[config.mk]
export PLATFORM = sky130hd
export DESIGN_NAME = simon_btn_input_flat
export DESIGN_NICKNAME = d
export VERILOG_FILES = /design/src/rtl/simon_pkg.sv /design/src/rtl/simon_btn_input_if.sv /design/src/rtl/simon_debounce.sv /design/src/rtl/simon_btn_input.sv /design/src/flat_wrapper.sv
export SDC_FILE = /design/constraint.sdc
export NUM_CORES = 1
export LEC_CHECK = 0
export BUFFER_PORTS_ARGS = -buffer_cell sky130_fd_sc_hd__buf_2
export CAP_MARGIN = 25
export CORE_ASPECT_RATIO = 0.9
export CORE_MARGIN = 10
export CORE_UTILIZATION = 56
export CTS_CLUSTER_SIZE = 28
export DETAILED_ROUTE_END_ITERATION = 10
export PLACE_DENSITY = 0.89
export SLEW_MARGIN = 5
export SYNTH_ARGS = -nofsm -noshare
export SYNTH_HDL_FRONTEND = slang
export SYNTH_SLANG_ARGS = --single-unit
[constraint.sdc]
create_clock -name clk_tick -period 2.92 [get_ports clk_tick]
set_input_delay 0.584 -clock clk_tick [delete_from_list [all_inputs] [get_ports clk_tick]]
set_output_delay 0.584 -clock clk_tick [all_outputs]
set_load 0.02 [all_outputs]
[src/rtl/simon_pkg.sv]
// ----------------------------------------------------------------------------
// simon_pkg
// Shared definitions for the Simon button front-end.
//   BTN_NUM      : number of physical buttons
//   BTN_IDX_W    : width of an encoded button index
//   DB_CNT_W     : width of each per-button debounce counter
//   state_e      : press-acceptance FSM states (S_IDLE=0, S_HELD=1)
//   onehot_to_idx: encodes a one-hot button vector into its index
// ----------------------------------------------------------------------------
package simon_pkg;

  localparam int unsigned BTN_NUM   = 4;
  localparam int unsigned BTN_IDX_W = 2;
  localparam int unsigned DB_CNT_W  = 4;

  typedef enum logic {
    S_IDLE = 1'b0,
    S_HELD = 1'b1
  } state_e;

  // Only meaningful for a one-hot input; callers check $onehot first.
  function automatic logic [BTN_IDX_W-1:0] onehot_to_idx(input logic [BTN_NUM-1:0] oh);
    logic [BTN_IDX_W-1:0] idx;
    idx = '0;
    for (int i = 0; i < BTN_NUM; i++) begin
      if (oh[i]) idx = BTN_IDX_W'(i);
    end
    return idx;
  endfunction

endpackage

[src/rtl/simon_btn_input_if.sv]
// ----------------------------------------------------------------------------
// simon_btn_input_if
// Press-event channel between the button front-end and the Simon game FSM.
//   btn_valid : one-cycle pulse per accepted press
//   btn_val   : index of the accepted button (valid while btn_valid=1)
//   btn_multi : one-cycle pulse when a multi-button press is rejected
// Modports:
//   master : producer side (simon_btn_input)
//   slave  : consumer side (game FSM / testbench)
// ----------------------------------------------------------------------------
interface simon_btn_input_if;
  import simon_pkg::*;

  logic                 btn_valid;
  logic [BTN_IDX_W-1:0] btn_val;
  logic                 btn_multi;

  modport master (output btn_valid, output btn_val, output btn_multi);
  modport slave  (input  btn_valid, input  btn_val, input  btn_multi);

endinterface

[src/rtl/simon_debounce.sv]
// ----------------------------------------------------------------------------
// simon_debounce
// Single-bit two-flop synchroniser followed by a debounce counter. The
// debounced level only changes after the synchronised level has differed
// from it for DEBOUNCE_CYCLES consecutive samples; this applies equally to
// press and release.
// Parameters:
//   DEBOUNCE_CYCLES : samples required before db_o changes (2..15)
// Ports:
//   clk_tick : game tick clock, rising edge
//   reset_n  : asynchronous active-low reset
//   btn_i    : raw button level, active-high, asynchronous to clk_tick
//   db_o     : debounced button level
// ----------------------------------------------------------------------------
module simon_debounce
  import simon_pkg::*;
#(
  parameter int unsigned DEBOUNCE_CYCLES = 4
) (
  input  logic clk_tick,
  input  logic reset_n,
  input  logic btn_i,
  output logic db_o
);

  localparam logic [DB_CNT_W-1:0] CNT_LAST = DB_CNT_W'(DEBOUNCE_CYCLES - 1);

  logic [1:0]          sync_q;
  logic [DB_CNT_W-1:0] cnt_q, cnt_d;
  logic                db_q, db_d;

  // NOTE: sequential state uses non-blocking assignments so every flop
  // samples the pre-edge value of its neighbours (the synchroniser chain
  // depends on this to stay two stages deep).
  always_ff @(posedge clk_tick or negedge reset_n) begin
    if (!reset_n) begin
      sync_q <= '0;
      cnt_q  <= '0;
      db_q   <= 1'b0;
    end else begin
      sync_q <= {sync_q[0], btn_i};
      cnt_q  <= cnt_d;
      db_q   <= db_d;
    end
  end

  // NOTE: every signal written here is given a default first so no path
  // leaves it unassigned, which would otherwise infer a latch.
  always_comb begin
    cnt_d = cnt_q;
    db_d  = db_q;
    if (sync_q[1] == db_q) begin
      cnt_d = '0;
    end else if (cnt_q == CNT_LAST) begin
      db_d  = ~db_q;
      cnt_d = '0;
    end else begin
      cnt_d = cnt_q + DB_CNT_W'(1);
    end
  end

  assign db_o = db_q;

endmodule

[src/rtl/simon_btn_input.sv]
// ----------------------------------------------------------------------------
// simon_btn_input
// Button front-end for the Simon game. Each raw button is synchronised and
// debounced, then a two-state FSM accepts exactly one clean press per
// physical actuation and reports it as a single-cycle pulse with an encoded
// index. Presses with more than one button down are rejected with a
// btn_multi pulse instead.
// Parameters:
//   DEBOUNCE_CYCLES : debounce length in samples (2..15), default 4
// Ports:
//   clk_tick  : game tick clock, rising edge
//   reset_n   : asynchronous active-low reset
//   btn_raw   : raw button lines, bit i = button i
//   btn_if    : press-event channel (btn_valid / btn_val / btn_multi)
//   btn_db    : debounced button levels (debug)
//   press_cnt : accepted-press count, wraps 255->0 (debug)
// Build option:
//   SIMON_BTN_ACTIVE_LOW_EN : when defined, btn_raw is active-low
//                             (pull-up buttons, 0 = pressed).
// ----------------------------------------------------------------------------
module simon_btn_input
  import simon_pkg::*;
#(
  parameter int unsigned DEBOUNCE_CYCLES = 4
) (
  input  logic                 clk_tick,
  input  logic                 reset_n,
  input  logic [BTN_NUM-1:0]   btn_raw,
  simon_btn_input_if.master    btn_if,
  output logic [BTN_NUM-1:0]   btn_db,
  output logic [7:0]           press_cnt
);

  // Normalise to "1 = pressed" ahead of the synchronisers. With active-low
  // buttons the synchroniser's reset value of 0 here corresponds to a raw
  // level of 1 (released), so nothing looks pressed out of reset.
  logic [BTN_NUM-1:0] raw_pressed;

`ifdef SIMON_BTN_ACTIVE_LOW_EN
  assign raw_pressed = ~btn_raw;
`else
  assign raw_pressed = btn_raw;
`endif

  for (genvar i = 0; i < BTN_NUM; i++) begin : g_db
    simon_debounce #(
      .DEBOUNCE_CYCLES (DEBOUNCE_CYCLES)
    ) u_debounce (
      .clk_tick (clk_tick),
      .reset_n  (reset_n),
      .btn_i    (raw_pressed[i]),
      .db_o     (btn_db[i])
    );
  end

  state_e               state_q, state_d;
  logic                 valid_q, valid_d;
  logic                 multi_q, multi_d;
  logic [BTN_IDX_W-1:0] val_q, val_d;
  logic [7:0]           cnt_q, cnt_d;

  always_ff @(posedge clk_tick or negedge reset_n) begin
    if (!reset_n) begin
      state_q <= S_IDLE;
      valid_q <= 1'b0;
      multi_q <= 1'b0;
      val_q   <= '0;
      cnt_q   <= '0;
    end else begin
      state_q <= state_d;
      valid_q <= valid_d;
      multi_q <= multi_d;
      val_q   <= val_d;
      cnt_q   <= cnt_d;
    end
  end

  // Pulses default low each cycle, so a single decision in S_IDLE yields a
  // one-cycle output; btn_val keeps its last value between presses.
  always_comb begin
    state_d = state_q;
    valid_d = 1'b0;
    multi_d = 1'b0;
    val_d   = val_q;
    cnt_d   = cnt_q;
    case (state_q)
      S_IDLE: begin
        if (btn_db != '0) begin
          state_d = S_HELD;
          if ($onehot(btn_db)) begin
            valid_d = 1'b1;
            val_d   = onehot_to_idx(btn_db);
            cnt_d   = cnt_q + 8'd1;
          end else begin
            // Buttons that debounce on the same edge land here too.
            multi_d = 1'b1;
          end
        end
      end
      S_HELD: begin
        // Extra buttons pressed while one is held are ignored; only a full
        // release re-arms acceptance.
        if (btn_db == '0) state_d = S_IDLE;
      end
    endcase
  end

  assign btn_if.btn_valid = valid_q;
  assign btn_if.btn_multi = multi_q;
  assign btn_if.btn_val   = val_q;
  assign press_cnt        = cnt_q;

endmodule

[src/flat_wrapper.sv]
// flat-port wrapper written by rule: the top's interface ports become plain ports
module simon_btn_input_flat import simon_pkg::*;
#(
  parameter int unsigned DEBOUNCE_CYCLES = 4
)
  (clk_tick, reset_n, btn_raw, btn_db, press_cnt, btn_if_btn_valid, btn_if_btn_val, btn_if_btn_multi);
  simon_btn_input_if btn_if_i ();
  input  logic clk_tick;
  input  logic reset_n;
  input  logic [BTN_NUM-1:0] btn_raw;
  output logic [BTN_NUM-1:0] btn_db;
  output logic [7:0] press_cnt;
  output wire logic [$bits(btn_if_i.btn_valid)-1:0] btn_if_btn_valid;
  output wire logic [$bits(btn_if_i.btn_val)-1:0] btn_if_btn_val;
  output wire logic [$bits(btn_if_i.btn_multi)-1:0] btn_if_btn_multi;
  assign btn_if_btn_valid = btn_if_i.btn_valid;
  assign btn_if_btn_val = btn_if_i.btn_val;
  assign btn_if_btn_multi = btn_if_i.btn_multi;
  simon_btn_input #(.DEBOUNCE_CYCLES(DEBOUNCE_CYCLES)) u_core (.clk_tick(clk_tick), .reset_n(reset_n), .btn_raw(btn_raw), .btn_if(btn_if_i), .btn_db(btn_db), .press_cnt(press_cnt));
endmodule
# ---- Word level (Yosys, flattened, before mapping)
# Cells that the tools add are included.
dict set report word_totals {
  out_inout_bits 16
  in_bits 6
  regBits 41
  wordCells 70
}
dict set report op_classes {
  n_bitwise 9
  eq_ne 9
  add_sub_neg 8
  muxes 20
  reduce_logical 7
}
# operator n
set ops {}
lappend ops {{$mux 4} 8}
lappend ops {{$add 4x1->4 const B} 4}
lappend ops {{$eq 4x2->1 const B} 4}
lappend ops {{$mux 1} 9}
lappend ops {{$not 1->1} 9}
lappend ops {{$add 8x1->8 const B} 1}
lappend ops {{$reduce_and 2->1} 4}
lappend ops {{$add 1x1->2} 2}
lappend ops {{$eq 1x1->1} 4}
lappend ops {{$logic_not 4->1} 1}
lappend ops {{$mux 2} 2}
lappend ops {{$reduce_bool 4->1} 1}
lappend ops {{$add 3x3->3} 1}
lappend ops {{$eq 3x1->1 const B} 1}
lappend ops {{$reduce_and 3->1} 1}
lappend ops {{$pmux 1 s2} 1}

# ---- Longest topological paths before layout
# Gate-level depths: netlist of run 1.
dict set report depth {
  word_depth 6
  ltp_mapped 7
  depth_no_buf 7
}

# ---- Cells and area by module
# Synthesis of run 1 repeated with hierarchy kept, for this count alone.
dict set report hier_totals {
  hier_cells 132
  area_unflattened_um2 1835.5
}
# module cells_per_inst n_inst area_each_um2 seq_area_each_um2
set modules_own_cells {}
lappend modules_own_cells {{simon_debounce (u_core.g_db[1].u_debounce ...)} 20 3 304.0 175.2}
lappend modules_own_cells {simon_btn_input 52 1 638.1 325.3}
lappend modules_own_cells {{simon_debounce (u_core.g_db[0].u_debounce)} 20 1 285.3 175.2}

# ---- Least setup slack after synthesis of run 1
# OpenSTA, ideal clock, no wires.
dict set report synth_path {
  path_kind {register -> register}
  startpoint {register u_core.g_db[3].u_debounce.db_q}
  endpoint {register u_core.val_q[0], in the netlist u_core.btn_if.btn_val[0]}
  synth_period_minus_slack_ns 2.292
  setup_time_ns 0.125
  slack_ns 0.628
  t_required_ns 2.795
  n_path_buf 0
  arrival_ns 2.167
  path_stages_with_launch 8
  path_cell_list {dfrtp_1 -> inv_1 -> ha_1 -> ha_1 -> fa_1 -> nor3b_4 -> nand2_4 -> mux2_4}
}
dict set report synth_between {
  elab_chain_len 4
  word_cells_on_any_way 6
  classes_between {add/sub: 2; eq/ne: 1; mux: 1; reduce/logical: 2}
}
# item line
set synth_lines {}
lappend synth_lines {{start: declaration} simon_debounce.sv:30} ;# logic db_q, db_d;
lappend synth_lines {{start signal: assignment} simon_debounce.sv:39} ;# db_q <= 1'b0;
lappend synth_lines {{start signal: assignment} simon_debounce.sv:43} ;# db_q <= db_d;
lappend synth_lines {{$add 1x1->2 (not written as such)} simon_btn_input.sv:90} ;# if ($onehot(btn_db)) begin
lappend synth_lines {{$add 3x3->3 (not written as such)} simon_btn_input.sv:90}
lappend synth_lines {{$eq 3x1->1} simon_btn_input.sv:90}
lappend synth_lines {{$reduce_and 3->1 (no line)} n/a}
lappend synth_lines {{end signal: assignment} simon_btn_input.sv:73} ;# val_q <= val_d;
lappend synth_lines {{end: declaration} simon_btn_input.sv:59} ;# logic [BTN_IDX_W-1:0] val_q, val_d;
# Parallel ways exist; a longest one is shown, timed or not.
# A chain may end at the register's enable or synchronous reset.

# ---- Worst setup path in the final report of run 1
dict set report layout_path {
  startpoint {register u_core.g_db[1].u_debounce.db_q}
  endpoint {register u_core.val_q[0], in the netlist u_core.btn_if.btn_val[0]}
}
dict set report layout_between {
  elab_chain_len 4
  word_cells_on_any_way 8
  classes_between {add/sub: 2; eq/ne: 1; mux: 3; reduce/logical: 2}
}
# item line
set layout_lines {}
lappend layout_lines {{start: declaration} simon_debounce.sv:30}
lappend layout_lines {{start signal: assignment} simon_debounce.sv:39}
lappend layout_lines {{start signal: assignment} simon_debounce.sv:43}
lappend layout_lines {{$add 1x1->2 (not written as such)} simon_btn_input.sv:90}
lappend layout_lines {{$add 3x3->3 (not written as such)} simon_btn_input.sv:90}
lappend layout_lines {{$eq 3x1->1} simon_btn_input.sv:90}
lappend layout_lines {{$reduce_and 3->1 (no line)} n/a}
# Parallel ways exist; a longest one is shown, timed or not.

==> results of run 1 <==
critical path, cell delays in order, from the launching register on:
cell and delay [ns]:
dfrtp_1 0.44, inv_1 0.10, ha_1 0.30, ha_1 0.19, fa_1 0.47, nor3b_4 0.39
nand2_4 0.13, mux2_4 0.32
report_power, final:
part | switching (mW) | leakage, nW | internal [mW]
clock network | 0.178 | 0.0310 | 0.0909
logic | 0.405 | 0.394 | 0.311
registers | 0.111 | 0.526 | 0.697
total | 0.694 | 0.951 | 1.10
metrics by stage:
step           setup slack, ns  total power, mW
2_1_floorplan           0.6276            1.374
3_3_place_gp            0.5722            1.509
3_5_place_dp            0.4746            1.544
4_1_cts                 0.4518            1.818
5_1_grt                 0.3338            1.941
6_report                0.4627            1.793
state kept, by name (all words and copies together), names as in the netlist:
signal                         flops
u_core.press_cnt                   8
u_core.state_q                     1
u_core.btn_if.btn_valid            1
u_core.g_db.u_debounce.cnt_q      16
u_core.btn_if.btn_val              2
u_core.g_db.u_debounce.sync_q      8
u_core.g_db.u_debounce.db_o        4
u_core.btn_if.btn_multi            1
path summary, 6_finish.rpt:
check / start / slack [ns] / to
setup / recovery: u_core.g_db[1].u_debounce.db_o / 0.46 / u_core.btn_if.btn_val[0]
hold / removal: reset_n / 0.34 / u_core.press_cnt[4]
setup reg to reg: u_core.g_db[1].u_debounce.db_o / 0.46 / u_core.btn_if.btn_val[0]
hold reg to reg: u_core.g_db[0].u_debounce.sync_q[0] / 0.36 / u_core.g_db[0].u_debounce.sync_q[1]
max in group asynchronous: reset_n / 2.03 / u_core.g_db[2].u_debounce.cnt_q[2]
min in group clk_tick: btn_raw[1] / 0.34 / u_core.g_db[1].u_debounce.sync_q[0]
area by class of cell:
type	instances	area [um2]
Fill cell	248	1095
Sequential cell	41	1026
Multi-Input combinational cell	86	663.1
Timing Repair Buffer	21	105.1
Tap cell	42	52.55
Clock buffer	5	37.54
Inverter	6	22.52
Clock inverter	3	17.52
layer usage:
layer	up-vias	wire, um
met5	-	0
met4	0	15
met3	2	230
met2	26	1356
met1	510	1209
li1	508	-
kinds of logic after synthesis:
group	synth area share
AND/OR/NAND/NOR	0.1681
XOR/XNOR	0.07543
flip-flops	0.5891
adder cells (fa/ha/maj)	0.08333
AO/OA/AOI/OAI	0.03089
buffers and inverters	0.03017
multiplexers	0.02299
cell usage after synthesis (all sizes together), types with 3 or more instances:
cell type | instances | area share
a21oi | 5 | 0.017
nor2 | 4 | 0.0086
ha | 10 | 0.072
inv | 6 | 0.013
dfrtp | 41 | 0.59
nor2b | 4 | 0.014
nor3b | 5 | 0.028
nand2b | 4 | 0.014
buf | 4 | 0.017
xnor2 | 11 | 0.055
xor2 | 4 | 0.020
and3 | 3 | 0.011
nand3b | 4 | 0.017
nor3 | 4 | 0.011
nand4 | 3 | 0.011
nand2 | 6 | 0.017
nand3 | 7 | 0.020
o21ai | 5 | 0.014
==> results.md, run 1 <==
- Vias in the first global route: 1112
- Resized cells post-CTS: 0
- Clock latency on the worst-skew pair: 0.35 ns
- Post-route insts no fill: 204
- Met3 Resource Use GR: 0.06897
- Syn Std Cell Area: 0.001742 mm2
- # diodes: 0
- Fmax achieved: 0.4070 GHz
- Initial antenna violation count: 0
- Post-DRT Antenna Nets: 0
- VDD IR max: 0.5423 mV
- Vias: 1046
- Commonest non-fill, non-tap cell in the layout: dfrtp_1
- GP Congestion: 0.7931
- Leak: 0.9510 nW
- DRT Pass-1 Iters: 4
- CTS Root Cell: clkbuf_4
- Met2 Use GR: 0.1752
- Share of cells above drive strength 1: 0.2160
- RSZ-0062 raised after global routing: no
- Number of port buffers: 21
- Syn avg cell area: 12.71 um2
- Synth unique cells: 26
- GR Util met1: 0.1186
- Initial drt markers: 52
- Final setup viols: 0
- Drt wl/cell: 13.78 um
- Mapped Nets: 154
- First-pass GRT wire length: 4.968 mm
- Core ar.: 0.003019 mm2
- Area growth syn-to-layout: 10.49%
- TritonCTS clock tree: built
- Number of synthesized flops with an enable pin: 0
- Worst slew pin tran: 0.8676 ns
- Pwr per Cell Area: 931.6 mW/mm2
- Crit-path max FO: 8
- Register clock-pin slew on the reported worst setup and hold paths: 0.12 ns
- Worst clock skew: 0.01072 ns
- Die width: 78.79 um
- Final Routed Wirelength: 2.811 mm
- Cts bufs inserted: 5
- FP Rows: 19
- Hold Slack: 0.3371 ns
- Yosys synthesis warning count: 0
- Final Util: 0.6374
- DP HPWL: 2.090 mm
- Max-slew headroom: 0.4216
- Final period util: 0.8415
- Status: completed
- Most frequent cells in the layout: 41 x dfrtp_1, 21 x buf_2, 11 x xnor2_1, 10 x ha_1, 7 x nand3_1
- GRT Max-Usage Layer: met2
- CP Data Arrival Time: 2.69 ns
- Critical path launch point type: flop
- Seq cells post-synth: 41
- Clock tree buffer depth: 2
- Worst Path Required: 3.15 ns
- Largest net degree at the start of global routing: 42
- GRT overflow: 0
- Asr flop ratio synth: 1.000
- Placed cell count: 196
- Minimum clock period: 2.457 ns
- Mapped Cells: 137
- Hold WC Path Type: in -> async
- MaxCap Viol Count: 0
- Global router's overall resource usage: 0.1113
- Final Hold Fails: 0
- Most used DFF post-synth: dfrtp_1
- Hold_buf cts: 0
- # H-tree levels: 2
- R2R depth: 7
- Die Y: 72.91 um
- DP Area: 0.001869 mm2
- Setup CP Type: reg -> reg
- Die area: 0.005744 mm2
- Crit. End Element: flop
- Seq/Total Area, Yosys: 0.5891
- Vias per cell: 5.127
- Final instance area: 0.001924 mm2
- DRC: 0
- Max Slew Vio Count: 0
- CTS sink count: 41
- IO Count: 22
- Effective utilization at floorplan: 0.5769
- Post-CTS Repair Setup Buffers: 0
- Setup TNS: 0 ns
- Nets@finish: 178
Note: power is estimated with default switching activity, not from simulation.
==> run 2, diff against run 1 <==
==> constraint.sdc (replaced) <==
create_clock -name clk_tick -period 2.3 [get_ports clk_tick]
set_input_delay 0.46 -clock clk_tick [delete_from_list [all_inputs] [get_ports clk_tick]]
set_output_delay 0.46 -clock clk_tick [all_outputs]
set_load 0.02 [all_outputs]
==> run 2 against run 1 <==
Compared with the run above: sequential power is 25% higher; global-route usage is 0.54 points higher; non-clock buffer count is 7 higher; utilization is 2.7 points higher; total power is 38% higher; design area is 4.2% higher; register-to-register slack worse by 0.36 ns; cell count is 3.4% higher; count of clock-buffer cells in the layout is 3 higher; clock power is 23% higher; flip-flop and latch count stayed put; clock skew is 0.0075 ns lower; critical path type unchanged; critical endpoint is now u_core.press_cnt[6].
==> results.md, run 2 (synthesis results as in run 1) <==
- R2R Path Start: u_core.g_db[0].u_debounce.db_o
- IO Count: 22 (unchanged)
- Vias: 1106 (+5.7%)
- Leak: 0.9787 nW (+2.9%)
- Global router's overall resource usage: 0.1167 (+0.005390)
- Worst clock skew: 0.003251 ns (-0.007473 ns)
- Nets@finish: 185 (+3.9%)
- # diodes: 0 (unchanged)
- CP Data Arrival Time: 2.47 ns (-0.22 ns)
- Largest delay share family, worst path: adder cells
- DRT Pass-1 Iters: 4 (unchanged)
- GRT overflow: 0 (unchanged)
- Delay of the slowest critical-path stage: 0.49 ns (+0.02 ns)
- Final Routed Wirelength: 3.162 mm (+12%)
- Setup TNS: 0 ns (unchanged)
- Fill count: 226 (-8.9%)
- Combinational share of power: 0.460 (+0.061)
- Number of port buffers: 21 (unchanged)
- Cell Chain, Critical Path: inv_1, ha_4, ha_2, fa_1, nor3b_4, buf_6, nand4_1, xnor2_1
- Area growth syn-to-layout: 15.09%
- Most frequent cells in the layout: 41 x dfrtp_1, 21 x buf_2, 11 x xnor2_1, 7 x nand3_1
- Status: completed
- Vias in the first global route: 1173 (+5.5%)
- CTS Root Cell: clkbuf_4
- RSZ-0062 raised after global routing: no
- MaxCap Viol Count: 0 (unchanged)
- Hold Slack: 0.2106 ns (-0.1266 ns)
- Share of cells above drive strength 1: 0.2722 (+0.05614)
- R2R Setup Slk: 0.10 ns (-0.36 ns)
- Largest net degree at the start of global routing: 42 (unchanged)
- Switching pwr: 0.9328 mW (+34%)
- GP Congestion: 0.7342 (-7.4%)
- DRC: 0 (unchanged)
- CTS sink count: 41 (unchanged)
- Drt wl/cell: 14.99 um (+8.8%)
- Crit. End Element: flop
- VDD IR max: 0.6220 mV (+15%)
- Die Y: 72.91 um (unchanged)
- Worst Path Required: 2.57 ns (-0.58 ns)
- Max-slew headroom: 0.4243 (+0.002685)
- Final Hold Fails: 0 (unchanged)
- Clock tree buffer depth: 2 (unchanged)
- Initial drt markers: 56 (+7.7%)
- FP Rows: 19 (unchanged)
- Final period util: 0.9546 (+0.1131)
- Core ar.: 0.003019 mm2 (unchanged)
- Sw frac: 0.3763 (-0.01082)
- Hold WC Path Type: in -> async
- Setup CP Type: reg -> reg
- Final setup viols: 0 (unchanged)
- TritonCTS clock tree: built
- Commonest non-fill, non-tap cell in the layout: dfrtp_1
- Pint: 1.546 mW (+41%)
- # H-tree levels: 2 (unchanged)
- CP max-delay cell: fa_1
- Die area: 0.005744 mm2 (unchanged)
- Vias per cell: 5.242 (+2.2%)
- R2R Path End: u_core.press_cnt[6]
- Clock latency on the worst-skew pair: 0.34 ns (about the same)
- Post-DRT Antenna Nets: 0 (unchanged)
- Register clock-pin slew on the reported worst setup and hold paths: 0.10 ns (-0.02 ns)
- Power share of the sequential group: 0.407 (-0.044)
- Biggest register: u_core.g_db.u_debounce.cnt_q
- Die width: 78.79 um (unchanged)
- Clk pwr share: 0.133 (-0.017)
- First-pass GRT wire length: 5.195 mm (+4.6%)
- Initial antenna violation count: 0 (unchanged)
- WP depth: 8 (+1)
- Worst slew pin tran: 0.8636 ns (-0.004028 ns)
- Max Slew Vio Count: 0 (unchanged)
- Crit-path max FO: 7 (-1)
- R2R depth: 8 (+1)
- Largest register FFs: 16 (unchanged)
- DP HPWL: 2.298 mm (+10%)
- Buffers & Inverters on Critical Path: 2 (+1)
- Minimum clock period: 2.196 ns (-0.2617 ns)
- Effective utilization at floorplan: 0.5769 (unchanged)
- Critical path launch point type: flop
- Pwr per Cell Area: 1237 mW/mm2 (+33%)
- Cts bufs inserted: 5 (unchanged)
- Fmax achieved: 0.4555 GHz (+12%)
- Hold_buf cts: 0 (unchanged)
-- run 2: through the flow --
step | setup slack, ns | utilization | total power, mW | cells | instance area, um2
after floorplan | 0.007562 | - | 1.745 | 137 | 1742
after CTS | 0.03580 | 0.6453 | 2.388 | 208 | 1948
after global routing | 0.00004285 | 0.6639 | 2.663 | 211 | 2004
after global placement | 0.1383 | 0.6291 | 1.987 | 200 | 1899
final | 0.1044 | 0.6639 | 2.479 | 211 | 2004
after detailed placement | 0.03771 | 0.6291 | 2.056 | 200 | 1899
-- run 2: power by group through the flow --
stage | Combinational [mW] | Clock (mW) | Sequential (mW)
2_1_floorplan | 0.659 | 0 | 1.09
3_3_place_gp | 0.982 | 0 | 1.01
3_5_place_dp | 1.04 | 0 | 1.02
4_1_cts | 1.04 | 0.344 | 1.00
5_1_grt | 1.26 | 0.378 | 1.03
6_report | 1.14 | 0.330 | 1.01
-- run 2: final cells by class --
class	count	area [um2]	area share
Sequential cell	41	1026	0.5119
Multi-Input combinational cell	86	693.2	0.3458
Timing Repair Buffer	28	161.4	0.08052
Tap cell	42	52.55	0.02622
Clock buffer	8	48.80	0.02434
Inverter	6	22.52	0.01124
-- run 2: repair_timing --
item,in CTS,in global routing
gates resized for setup,0,8
setup endpoints to repair,0,9
setup buffers,0,3
-- run 2: how the worst max path moves through the flow --
stage / end / slack (ns) / from
final: u_core.press_cnt[6] / 0.10 / u_core.g_db[0].u_debounce.db_o
after global routing: u_core.press_cnt[6] / 0.00004 / u_core.g_db[0].u_debounce.db_o
after CTS: u_core.press_cnt[5] / 0.04 / u_core.g_db[0].u_debounce.db_o
after detailed placement: u_core.press_cnt[5] / 0.04 / u_core.g_db[0].u_debounce.db_o
after global placement: u_core.press_cnt[6] / 0.14 / u_core.g_db[0].u_debounce.db_o
after floorplan: u_core.btn_if.btn_val[0] / 0.008 / u_core.g_db[3].u_debounce.db_o
-- run 2: metal layers --
| layer | wire [um] | vias up | track usage |
|---|---|---|---|
| met5 | 0 | - | 0 |
| met4 | 45 | 0 | 0.04175 |
| met3 | 265 | 4 | 0.06897 |
| met2 | 1614 | 33 | 0.2007 |
| met1 | 1236 | 546 | 0.1147 |
| li1 | - | 523 | - |
==> run 3, diff against run 2 <==
--- a/config.mk
+++ b/config.mk
@@ -7,9 +7,11 @@
 export LEC_CHECK = 0
 export BUFFER_PORTS_ARGS = -buffer_cell sky130_fd_sc_hd__buf_2
 export CAP_MARGIN = 25
+export CELL_PAD_IN_SITES_DETAIL_PLACEMENT = 2
+export CELL_PAD_IN_SITES_GLOBAL_PLACEMENT = 2
 export CORE_ASPECT_RATIO = 0.9
 export CORE_MARGIN = 10
-export CORE_UTILIZATION = 56
+export CORE_UTILIZATION = 38
 export CTS_CLUSTER_SIZE = 28
 export DETAILED_ROUTE_END_ITERATION = 10
 export PLACE_DENSITY = 0.89
==> run 3 against run 2 <==
Compared with the run above: total power grew 9.3%; non-clock buffer count grew 1; cell count grew 10%; critical path depth is the same; combinational power grew 8%; critical endpoint is now u_core.press_cnt[5]; largest cell class unchanged; largest power group unchanged.
==> results.md, run 3 (synthesis results as in run 1) <==
- CP Data Arrival Time: 2.38 ns (-0.09 ns)
- VDD IR max: 0.5579 mV (-10%)
- Clock latency on the worst-skew pair: 0.30 ns (-0.04 ns)
- Crit. End Element: flop
- Worst slew pin tran: 0.6310 ns (-0.2325 ns)
- First-pass GRT wire length: 6.748 mm (+30%)
- R2R Path Start: u_core.g_db[3].u_debounce.db_o
- CP max-delay cell: fa_1
- Share of cells above drive strength 1: 0.2765 (+0.004281)
- Max Slew Vio Count: 0 (unchanged)
- Final Power: 2.710 mW (+9.3%)
- Hold_buf cts: 0 (unchanged)
- IO Count: 22 (unchanged)
- Hold WC Path Type: in -> async
- Crit-path max FO: 7 (unchanged)
- Leak: 0.9984 nW (+2.0%)
- CP startpoint: u_core.g_db[3].u_debounce.db_o
- Register clock-pin slew on the reported worst setup and hold paths: 0.08 ns (-0.02 ns)
- Post-DRT Antenna Nets: 0 (unchanged)
- Most frequent cells in the layout: 41 x dfrtp_1, 21 x buf_2, 11 x xnor2_1
- Final Util: 0.4684 (-0.1955)
- GRT overflow: 0 (unchanged)
- MaxCap Viol Count: 0 (unchanged)
- Final period util: 0.9551 (about the same)
- CTS Root Cell: clkbuf_8
- Crit-path most repeated cell: ha_4
- Largest register FFs: 16 (unchanged)
- Largest net degree at the start of global routing: 24 (-43%)
- Initial drt markers: 18 (-68%)
- Area growth syn-to-layout: 19.18%
- Initial antenna violation count: 0 (unchanged)
- Nets@finish: 186 (+0.54%)
- Status: completed
- Vias per cell: 5.034 (-4.0%)
- Commonest non-fill, non-tap cell in the layout: dfrtp_1
- Max-slew headroom: 0.5784 (+0.1541)
- TritonCTS clock tree: built
- Critical path launch point type: flop
- Worst Path Required: 2.49 ns (-0.08 ns)
- Setup CP Type: reg -> reg
- Worst clock skew: 0.008042 ns (+0.004791 ns)
- Number of port buffers: 21 (unchanged)
- GP Congestion: 0.7602 (+3.5%)
- Die area: 0.007695 mm2 (+34%)
- # diodes: 0 (unchanged)
- Setup TNS: 0 ns (unchanged)
- Delay of the slowest critical-path stage: 0.49 ns (about the same)
- Effective utilization at floorplan: 0.3930 (-0.1839)
- Final Hold Fails: 0 (unchanged)
- Minimum clock period: 2.197 ns (+0.001068 ns)
- DP HPWL: 2.914 mm (+27%)
- Drt wl/cell: 17.75 um (+18%)
- Pre-CTS WS: 0.03937 ns (+0.001652 ns)
- Vias in the first global route: 1342 (+14%)
- PnR worst setup slack: 0.1033 ns (-0.001068 ns)
- Cell Chain, Critical Path: inv_2, ha_4, ha_4, fa_1, nor3b_4, buf_6, nand4_1, xnor2_1
- DRC: 0 (unchanged)
- Final setup viols: 0 (unchanged)
- CTS sink count: 41 (unchanged)
- # H-tree levels: 2 (unchanged)
- Vias: 1168 (+5.6%)
- Post-route insts no fill: 232 (+10%)
- Clock tree buffer depth: 2 (unchanged)
- Cts bufs inserted: 5 (unchanged)
- Biggest register: u_core.g_db.u_debounce.cnt_q
- Fmax achieved: 0.4552 GHz (about the same)
- Die Y: 84.23 um (+16%)
- Core ar.: 0.004432 mm2 (+47%)
- Final Routed Wirelength: 4.118 mm (+30%)
- Pwr per Cell Area: 1306 mW/mm2 (+5.6%)
- Placed cell count: 222 (+11%)
- DRT Pass-1 Iters: 2 (-2)
- FP Rows: 23 (+4)
- Die width: 91.36 um (+16%)
- Global router's overall resource usage: 0.1101 (-0.006586)
-- run 3: changes by cell type in the layout (fill, tap and decap cells not counted) --
cell,previous run,this run
clkbuf_4,5,0
clkbuf_8,0,5
ha_2,2,0
buf_4,6,7
ha_1,6,7
ha_4,2,3
inv_1,3,2
inv_2,3,4
-- run 3: layout make-up --
cell class / instances / area (um2)
fill: 469 / 2356
sequential: 41 / 1026
multi-input combinational: 86 / 700.7
timing repair buffer: 29 / 168.9
clock buffer: 8 / 80.08
tap: 62 / 77.57
inverter: 6 / 22.52
-- run 3: worst max-delay path, delay by kind of cell, from the launching register on --
family                     cells  cell delay, ns
xor gates and xnor gates       1            0.16
adders and majority gates      3            0.86
DFF                            1            0.41
and+or+nand+nor                2            0.39
buffers and inverters          2            0.27
-- run 3: path summary, 6_finish.rpt --
| path | depth (start not counted) | slack [ns] | endpoint |
|---|---|---|---|
| setup / recovery | 8 | 0.10 | u_core.press_cnt[5] |
| hold / removal | 1 | 0.08 | u_core.btn_if.btn_valid |
| setup reg to reg | 8 | 0.10 | u_core.press_cnt[5] |
| hold reg to reg | 0 | 0.35 | u_core.g_db[1].u_debounce.sync_q[1] |
| max in group asynchronous | 2 | 1.56 | u_core.g_db[2].u_debounce.cnt_q[2] |
| min in group clk_tick | 1 | 0.27 | u_core.g_db[0].u_debounce.sync_q[0] |
-- run 3: power breakdown --
part	total (mW)	internal [mW]	switching (mW)
Clock	0.457	0.216	0.241
Sequential	1.03	0.886	0.141
Combinational	1.23	0.575	0.651
-- run 3: routing by layer --
layer,global-route usage,wire [um],vias to the layer above
li1,-,-,526
met1,0.1159,1610,613
met2,0.1899,2284,21
met3,0.03737,143,8
met4,0.06117,79,0
met5,0,0,-
-- run 3: timing repair --
item,CTS,global route
resized for setup,0,9
setup endpoints to repair,0,8
buffers inserted,0,2
-- run 3: through the flow --
| step | hold WS, ns | cell area, um2 |
|---|---|---|
| after floorplan | 0.1644 | 1742 |
| after global placement | 0.3322 | 1939 |
| after detailed placement | 0.3364 | 1939 |
| after CTS | 0.08883 | 2019 |
| after global routing | 0.1079 | 2076 |
| final | 0.07863 | 2076 |
